`config.mk`:
```
export PLATFORM = sky130hd
export DESIGN_NAME = route_ctrl_flat
export DESIGN_NICKNAME = d
export VERILOG_FILES = /design/src/rtl/route_ctrl_if.sv /design/src/rtl/route_ctrl.sv /design/src/flat_wrapper.sv
export SDC_FILE = /design/constraint.sdc
export NUM_CORES = 1
export LEC_CHECK = 0
export ABC_AREA = 1
export CAP_MARGIN = 20
export CELL_PAD_IN_SITES_DETAIL_PLACEMENT = 1
export CELL_PAD_IN_SITES_GLOBAL_PLACEMENT = 2
export CORE_ASPECT_RATIO = 0.5
export CORE_MARGIN = 1
export CORE_UTILIZATION = 25
export DETAILED_ROUTE_END_ITERATION = 16
export HOLD_SLACK_MARGIN = 0.08
export PLACE_DENSITY_LB_ADDON = 0.1
export SYNTH_ARGS = -nofsm -noshare
export SYNTH_HDL_FRONTEND = slang
export SYNTH_SLANG_ARGS = --single-unit
```
`constraint.sdc`:
```
create_clock -name clk -period 2.23 [get_ports clk]
set_input_delay 0.223 -clock clk [delete_from_list [all_inputs] [get_ports clk]]
set_output_delay 0.223 -clock clk [all_outputs]
set_load 0.03 [all_outputs]
```
`src/rtl/route_ctrl_if.sv`:
```
// Bundles the buffer-side, allocator-side and crossbar-side signals of one
// route_ctrl instance; the slave modport is the controller's view.
interface route_ctrl_if #(
    parameter int DATA_WIDTH = 16,
    parameter int CNT_W      = 8
);
    logic                  buf_empty_i;
    logic [DATA_WIDTH-1:0] buf_data_i;
    logic                  buf_read_o;
    logic [4:0]            req_o;
    logic [4:0]            gnt_i;
    logic [DATA_WIDTH-1:0] out_data_o;
    logic                  out_valid_o;
    logic                  out_ready_i;
    logic                  busy_o;
    logic [CNT_W-1:0]      drop_cnt_o;

    modport slave (
        input  buf_empty_i, buf_data_i, gnt_i, out_ready_i,
        output buf_read_o, req_o, out_data_o, out_valid_o, busy_o, drop_cnt_o
    );

    modport master (
        output buf_empty_i, buf_data_i, gnt_i, out_ready_i,
        input  buf_read_o, req_o, out_data_o, out_valid_o, busy_o, drop_cnt_o
    );
endinterface

```
`src/rtl/route_ctrl.sv`:
```
// Input-port route controller: pops flits, XY-routes the head, holds the
// output-port request for the whole packet and forwards through a 1-entry register.
module route_ctrl #(
    parameter int DATA_WIDTH = 16,
    parameter int COORD_W    = 4,
    parameter int MY_X       = 0,
    parameter int MY_Y       = 0,
    parameter int CNT_W      = 8
) (
    input  logic          clk,
    input  logic          reset,
    route_ctrl_if.slave   bus
);
    typedef enum logic [1:0] {
        ST_IDLE  = 2'd0,
        ST_ROUTE = 2'd1,
        ST_FWD   = 2'd2
    } state_t;

    localparam logic [1:0] TY_SINGLE = 2'b00;
    localparam logic [1:0] TY_TAIL   = 2'b11;
    localparam logic [COORD_W-1:0] LP_MY_X = COORD_W'(MY_X);
    localparam logic [COORD_W-1:0] LP_MY_Y = COORD_W'(MY_Y);
    localparam logic [CNT_W-1:0]   CNT_MAX = {CNT_W{1'b1}};

    function automatic logic is_head(input logic [1:0] t);
        return (t[1] == 1'b0);
    endfunction

    function automatic logic is_last(input logic [1:0] t);
        return (t == TY_SINGLE) || (t == TY_TAIL);
    endfunction

    // One-hot port order: L, N, E, S, W; X is resolved before Y.
    function automatic logic [4:0] xy_route(input logic [COORD_W-1:0] dx,
                                            input logic [COORD_W-1:0] dy);
        logic [4:0] port;
        if (dx > LP_MY_X)      port = 5'b00100;
        else if (dx < LP_MY_X) port = 5'b10000;
        else if (dy > LP_MY_Y) port = 5'b00010;
        else if (dy < LP_MY_Y) port = 5'b01000;
        else                   port = 5'b00001;
        return port;
    endfunction

    state_t                r_state;
    logic [4:0]            r_req;
    logic [DATA_WIDTH-1:0] r_hold;
    logic [DATA_WIDTH-1:0] r_out_data;
    logic                  r_out_valid;
    logic                  r_tail_read;
    logic                  r_busy;
    logic [CNT_W-1:0]      r_drop_cnt;

    state_t                w_state_nxt;
    logic                  w_buf_read;
    logic                  w_hs;
    logic                  w_grant;
    logic [1:0]            w_in_type;
    logic [1:0]            w_out_type;
    logic [COORD_W-1:0]    w_dest_x;
    logic [COORD_W-1:0]    w_dest_y;

    assign w_hs       = r_out_valid && bus.out_ready_i;
    assign w_grant    = ((bus.gnt_i & r_req) != 5'b00000);
    assign w_in_type  = bus.buf_data_i[DATA_WIDTH-1 -: 2];
    assign w_out_type = r_out_data[DATA_WIDTH-1 -: 2];
    assign w_dest_x   = bus.buf_data_i[DATA_WIDTH-3 -: COORD_W];
    assign w_dest_y   = bus.buf_data_i[DATA_WIDTH-3-COORD_W -: COORD_W];

    // Next-state and pop strobe; the pop is suppressed while reset is asserted.
    always_comb begin
        w_state_nxt = r_state;
        w_buf_read  = 1'b0;
        if (reset) begin
            w_state_nxt = ST_IDLE;
            w_buf_read  = 1'b0;
        end else begin
            case (r_state)
                ST_IDLE: begin
                    w_buf_read = !bus.buf_empty_i;
                    if (w_buf_read && is_head(w_in_type)) w_state_nxt = ST_ROUTE;
                    else                                  w_state_nxt = ST_IDLE;
                end
                ST_ROUTE: begin
                    if (w_grant) w_state_nxt = ST_FWD;
                    else         w_state_nxt = ST_ROUTE;
                end
                ST_FWD: begin
                    w_buf_read = !r_tail_read && !bus.buf_empty_i &&
                                 (!r_out_valid || bus.out_ready_i);
                    if (w_hs && is_last(w_out_type)) w_state_nxt = ST_IDLE;
                    else                             w_state_nxt = ST_FWD;
                end
                default: begin
                    w_state_nxt = ST_IDLE;
                end
            endcase
        end
    end

    // Datapath, request lock, output register and drop counter.
    always_ff @(posedge clk) begin
        if (reset) begin
            r_state     <= ST_IDLE;
            r_req       <= 5'b00000;
            r_hold      <= '0;
            r_out_data  <= '0;
            r_out_valid <= 1'b0;
            r_tail_read <= 1'b0;
            r_busy      <= 1'b0;
            r_drop_cnt  <= '0;
        end else begin
            r_state <= w_state_nxt;
            r_busy  <= (w_state_nxt != ST_IDLE);
            case (r_state)
                ST_IDLE: begin
                    if (w_buf_read) begin
                        if (is_head(w_in_type)) begin
                            r_hold <= bus.buf_data_i;
                            r_req  <= xy_route(w_dest_x, w_dest_y);
                        end else if (r_drop_cnt != CNT_MAX) begin
                            r_drop_cnt <= r_drop_cnt + CNT_W'(1);
                        end
                    end
                end
                ST_ROUTE: begin
                    if (w_grant) begin
                        r_out_data  <= r_hold;
                        r_out_valid <= 1'b1;
                        r_tail_read <= (r_hold[DATA_WIDTH-1 -: 2] == TY_SINGLE);
                    end
                end
                ST_FWD: begin
                    // A pop refills the register in the same edge the old flit leaves.
                    if (w_buf_read) begin
                        r_out_data  <= bus.buf_data_i;
                        r_out_valid <= 1'b1;
                        if (w_in_type == TY_TAIL) r_tail_read <= 1'b1;
                    end else if (w_hs) begin
                        r_out_valid <= 1'b0;
                    end
                    if (w_hs && is_last(w_out_type)) begin
                        r_req       <= 5'b00000;
                        r_tail_read <= 1'b0;
                    end
                end
                default: begin
                end
            endcase
        end
    end

    assign bus.buf_read_o  = w_buf_read;
    assign bus.req_o       = r_req;
    assign bus.out_data_o  = r_out_data;
    assign bus.out_valid_o = r_out_valid;
    assign bus.busy_o      = r_busy;
    assign bus.drop_cnt_o  = r_drop_cnt;
endmodule

```
`src/flat_wrapper.sv`:
```
// flat-port wrapper written by rule: the top's interface ports become plain ports
module route_ctrl_flat 
#(
    parameter int DATA_WIDTH = 16,
    parameter int COORD_W    = 4,
    parameter int MY_X       = 0,
    parameter int MY_Y       = 0,
    parameter int CNT_W      = 8
)
  (clk, reset, bus_buf_empty_i, bus_buf_data_i, bus_gnt_i, bus_out_ready_i, bus_buf_read_o, bus_req_o, bus_out_data_o, bus_out_valid_o, bus_busy_o, bus_drop_cnt_o);
  route_ctrl_if #(.DATA_WIDTH(DATA_WIDTH), .CNT_W(CNT_W)) bus_i ();
  input  logic clk;
  input  logic reset;
  input wire logic [$bits(bus_i.buf_empty_i)-1:0] bus_buf_empty_i;
  input wire logic [$bits(bus_i.buf_data_i)-1:0] bus_buf_data_i;
  input wire logic [$bits(bus_i.gnt_i)-1:0] bus_gnt_i;
  input wire logic [$bits(bus_i.out_ready_i)-1:0] bus_out_ready_i;
  output wire logic [$bits(bus_i.buf_read_o)-1:0] bus_buf_read_o;
  output wire logic [$bits(bus_i.req_o)-1:0] bus_req_o;
  output wire logic [$bits(bus_i.out_data_o)-1:0] bus_out_data_o;
  output wire logic [$bits(bus_i.out_valid_o)-1:0] bus_out_valid_o;
  output wire logic [$bits(bus_i.busy_o)-1:0] bus_busy_o;
  output wire logic [$bits(bus_i.drop_cnt_o)-1:0] bus_drop_cnt_o;
  assign bus_i.buf_empty_i = bus_buf_empty_i;
  assign bus_i.buf_data_i = bus_buf_data_i;
  assign bus_i.gnt_i = bus_gnt_i;
  assign bus_i.out_ready_i = bus_out_ready_i;
  assign bus_buf_read_o = bus_i.buf_read_o;
  assign bus_req_o = bus_i.req_o;
  assign bus_out_data_o = bus_i.out_data_o;
  assign bus_out_valid_o = bus_i.out_valid_o;
  assign bus_busy_o = bus_i.busy_o;
  assign bus_drop_cnt_o = bus_i.drop_cnt_o;
  route_ctrl #(.DATA_WIDTH(DATA_WIDTH), .COORD_W(COORD_W), .MY_X(MY_X), .MY_Y(MY_Y), .CNT_W(CNT_W)) u_core (.clk(clk), .reset(reset), .bus(bus_i));
endmodule
```
==> flow_summary.ini <==
[status]
status = finished clean

[critical_path]
path_cells = inv_1 > ha_1 > inv_1 > nor2_1 > nand2_1 > nand2_1 > nand2_1 > inv_1 > buf_4
cp_data_required_time_ns = 2.01
critical_path_class = reg2out
critPathSlowestCell = dfxtp_1
rr_endpoint = u_core.bus.out_data_o[8]
crit_start = u_core.r_state[0]
rr_worst_depth = 12
rrSetupSlack_ns = 0.42
cp-start-kind = flip-flop
cpPeakStageDelay_ns = 0.33
crit_arrival_ns = 1.70
path_max_fanout = 8
reg2reg_from = u_core.r_state[0]
cp-end-kind = primary output

[place]
io_buffers = 52
place_hpwl_mm = 4.61
gp_congestion = 0.759
placed_cell_area_sq_um = 2900

[timing]
slew_violations = 0
rsz0062_at_grt = no
fin_skew_ns = 0.00384
setup_tns_ns = 0
hold_viol = 0
finalSetupViolCount = 0
max_clock_freq_ghz = 0.521
period_needed_ns = 1.92
finalCritPeriodShare = 0.860

[power_and_ir_drop]
netSwitchingFraction = 0.268
pwr-share-comb = 0.170
p_sw_uw = 573
p_int_uw = 1560
leakagePower_uw = 0.00127
irDropWorstVdd_mv = 0.277
power_density_nw_per_um2 = 696
p_seq_frac = 0.427
clockPowerShare = 0.403

[global_routing]
grt_pass1_wl_mm = 10.5
met2_usage = 0.244
grt_max_degree = 38
gr-total-overflow = 0
antenna_found_initial = 0
gr-usage-met1 = 0.178
grt_pass1_vias = 2252
gr-usage-met3 = 0.0383
busiest_layer = met2
grt_use_total = 0.143

[worst_hold_path]
min_to = u_core.r_hold[9]
worstHoldPathCells = 2
min_from = u_core.r_hold[9]
hold_class = reg2reg

[clock_tree]
ctsResizeCount = 0
htreeDepth = 2
cts_tree = yes
post_cts_buffers = 0
clock_latency_ns = 0.29
clock_path_buffers = 2
cts_buffers = 5
cts.sinks = 47
hold_buffers = 0
clkTransAtPathRegs_ns = 0.07
root_buffer = clkbuf_16

[logic_synthesis]
synth_top_area_frac = 0.418
synth.avg_cell_area_sq_um = 6.78
yosys_register_bits = 47
synth_cells = 332
synth_common_cells = 71 x nand2_1, 63 x nor2_1, 47 x dfxtp_1, 35 x inv_1
synth.cell_area_sq_um = 2250
synth_edf_count = 0
yosys-top-cells-area = dfxtp_1 42%, nand2_1 12%, nor2_1 11%
synth.most_common_cell = nand2_1
ys_seq_area_frac = 0.418
synthArstFlopShare = 0
yosys_warnings = 0
synth_top_area_cell = dfxtp_1
synth_top_flop_cell = dfxtp_1
ys_types = 24

[route]
ant_nets = 0
drc = 0
wl_per_cell_um = 12.3
drt_iter0_drc = 64
drt-total-wl_mm = 6.17
first_pass_iters = 4
viasPerCell = 4.33
vias = 2171

[finish]
layout-drive-gt1-share = 0.0547
antenna_cells = 0
fin_util = 0.352
syn_to_final_growth_pct = 36.1
nets = 414
final_area_sq_um = 3060

[flow_run]
drv_cap = 0

[die]
die_y_um = 69.1
die_area_sq_um = 9410
fp.coreArea_sq_um = 8710
row_count = 24
io-pin-count = 57
start_util = 0.258
fp.dieW_um = 136
==> how the worst max path moves through the flow <==
stage                          endpoint  slack (ns)  cells past startpoint
6_report                 bus_buf_read_o        0.31                      9
5_1_grt                  bus_buf_read_o        0.13                      9
4_1_cts                  bus_buf_read_o        0.27                      9
3_5_place_dp   u_core.bus.drop_cnt_o[6]        0.40                      9
3_3_place_gp   u_core.bus.out_data_o[3]        0.40                     12
2_1_floorplan  u_core.bus.drop_cnt_o[6]        0.71                     10
==> cell type report <==
class,instances,area [sq um]
clock inverters,2,37.5
well taps,117,146
multi-input cells,235,1100
fillers,1104,5640
inverters,37,139
flip-flops and latches,47,941
repair buffers,58,576
clock buffers,5,125
==> registers in the layout (all words and copies together) (netlist names) <==
name / flops
u_core.r_hold: 15
u_core.bus.drop_cnt_o: 8
u_core.bus.out_valid_o: 1
u_core.bus.req_o: 3
u_core.r_tail_read: 1
u_core.bus.busy_o: 1
u_core.bus.out_data_o: 16
u_core.r_state: 2
==> layer usage <==
metal | vias to the layer above | wire length [um]
met3 | 5 | 227
met5 | - | 0
met2 | 33 | 2870
met1 | 993 | 3030
li1 | 1140 | -
met4 | 0 | 45
==> stage by stage <==
stage	power, uW	hold slack, ns	setup WS [ns]	std cells
5_1_grt	2250	0.479	0.135	501
2_1_floorplan	1140	0.326	0.711	333
3_3_place_gp	1290	0.438	0.401	494
6_report	2130	0.456	0.312	501
3_5_place_dp	1300	0.447	0.399	494
4_1_cts	2180	0.457	0.267	501
==> critical path, delay by kind of cell (launching register included) <==
family,cells,cell delay [ns]
flops,1,0.33
simple gates,4,0.30
buf+inv,4,0.44
fa+ha+maj,1,0.33
==> power groups by stage <==
stage / combinational [uW] / sequential (uW) / clock, uW
after floorplan: 157 / 987 / 0
after global placement: 362 / 929 / 0
after detailed placement: 367 / 931 / 0
after CTS: 368 / 912 / 898
after global routing: 400 / 918 / 933
final: 362 / 911 / 861
==> cells by family (layout without fill, tap and decap cells) <==
family                   Yosys count  after routing  synth area share
flip-flops                        47             47             0.418
buffers and inverters             51            102            0.0951
XOR/XNOR                           1              1           0.00389
AO/OA/AOI/OAI                     46             46             0.102
other                              1              2           0.00167
multiplexers                       6              6            0.0267
adder cells (fa/ha/maj)            5              5            0.0278
AND/OR/NAND/NOR                  175            175             0.325
==> layout by cell type (no fill, tap or decap), types with 6 or more instances in the layout <==
master | netlist | final
nand2_1 | 71 | 71
nor2_1 | 63 | 63
clkdlybuf4s50_1 | 0 | 51
dfxtp_1 | 47 | 47
inv_1 | 35 | 35
nand3_1 | 30 | 30
a21oi_1 | 30 | 30
o21ai_0 | 16 | 16
mux2i_1 | 6 | 6
buf_4 | 2 | 6
Note: power is estimated with default switching activity, not from simulation.
==> edit: new RTL, same flow settings <==
The 3 states of `state_t` get a one-hot encoding in 3 bits.
--- a/src/rtl/route_ctrl.sv
+++ b/src/rtl/route_ctrl.sv
@@ -13,6 +13,6 @@
 );
-    typedef enum logic [1:0] {
-        ST_IDLE  = 2'd0,
-        ST_ROUTE = 2'd1,
-        ST_FWD   = 2'd2
+    typedef enum logic [2:0] {
+        ST_IDLE  = 3'b001,
+        ST_ROUTE = 3'b010,
+        ST_FWD   = 3'b100
     } state_t;
Behaviour: no difference found for any inputs over 10 cycles, from zero or initial values and one cycle with reset high; not proved beyond that.
==> edit against the original RTL <==
- synthesized cell count is 3.3% lower
- via count is 0.14% lower
- design area is 0.12% lower
- largest power group is now the clock network
- worst setup slack better by 210 ps
- power is 6.6% lower
- synthesized area is 1.2% higher
- sequential power is 2% lower
- largest cell class unchanged
- sequential cell count is 1 higher
- wire length is 0.76% lower
==> edit: results <==
[power]
seq_power_w = 0.000892
seqPwrFrac = 0.447
p_leak_nw = 1.24
clkPwrFrac = 0.457

[yosys]
ys_seq_area_frac = 0.422
syn_inst = 321
synth_seq_cells = 48
synth-adder-area-share = 0.00549
synthXorXnorAreaFrac = 0.0154
synth_compound_area_frac = 0.167
yosys-top-cells-area = "dfxtp_1 (42%), nand2_1 (10%), nor2_1 (10%)"
synthTopCellsByCount = "nand2_1 (63), nor2_1 (61), dfxtp_1 (48)"

[drt]
postRouteWirelength_um = 6120
drt_iter0_drc = 65
wl_met3_um = 297
wl_met2_um = 2890
wl_met1_um = 2880
vias = 2168

[cells_and_area]
drive_gt1_frac = 0.0941
multi_input_area_share = 0.350
nFillCells = 1084
synthToLayoutAreaGrowth_pct = 34.4
multi_input_gates = 220
buffer_area_frac = 0.179
inverters = 40
layoutNonFillerInstCount = 489
buffers = 56
seq_area_um2 = 961

[min_path]
hp-start = "u_core.r_hold[5]$_SDFFE_PP0P_"
min_to = "u_core.r_hold[5]$_SDFFE_PP0P_"

[timing]
finClkSkew_ps = 9.21
whs_ps = 447

[critical_path]
r2r_slack_ps = 620
cp_slowest_cell = "clkdlybuf4s50_1"
r2r-start = "u_core.bus.drop_cnt_o[0]$_SDFFE_PP0P_"
crit_fanout = 7

[global_routing]
grt.total_usage = 0.136
grt_pass1_vias = 2098
met3_usage = 0.0446
grt_pass1_wl_um = 9960

[place]
placed_cell_area_um2 = 2880
gp_congestion = 0.757
hpwl_um = 4420

[run_status]
outcome = "completed"
[edit: how the worst max path moves through the flow]
stage | start | depth (start not counted) | endpoint | slack, ps
after floorplan | u_core.bus.drop_cnt_o[0]$_SDFFE_PP0P_ | 9 | u_core.bus.drop_cnt_o[5]$_SDFFE_PP0P_ | 640
after global placement | bus_buf_data_i[15] | 9 | u_core.bus.req_o[1]$_SDFFE_PP0P_ | 420
after detailed placement | bus_buf_data_i[15] | 9 | u_core.bus.req_o[1]$_SDFFE_PP0P_ | 410
after CTS | u_core.bus.drop_cnt_o[5]$_SDFFE_PP0P_ | 1 | bus_drop_cnt_o[5] | 510
after global routing | u_core.bus.drop_cnt_o[0]$_SDFFE_PP0P_ | 9 | u_core.bus.drop_cnt_o[3]$_SDFFE_PP0P_ | 410
final | u_core.bus.drop_cnt_o[5]$_SDFFE_PP0P_ | 1 | bus_drop_cnt_o[5] | 520
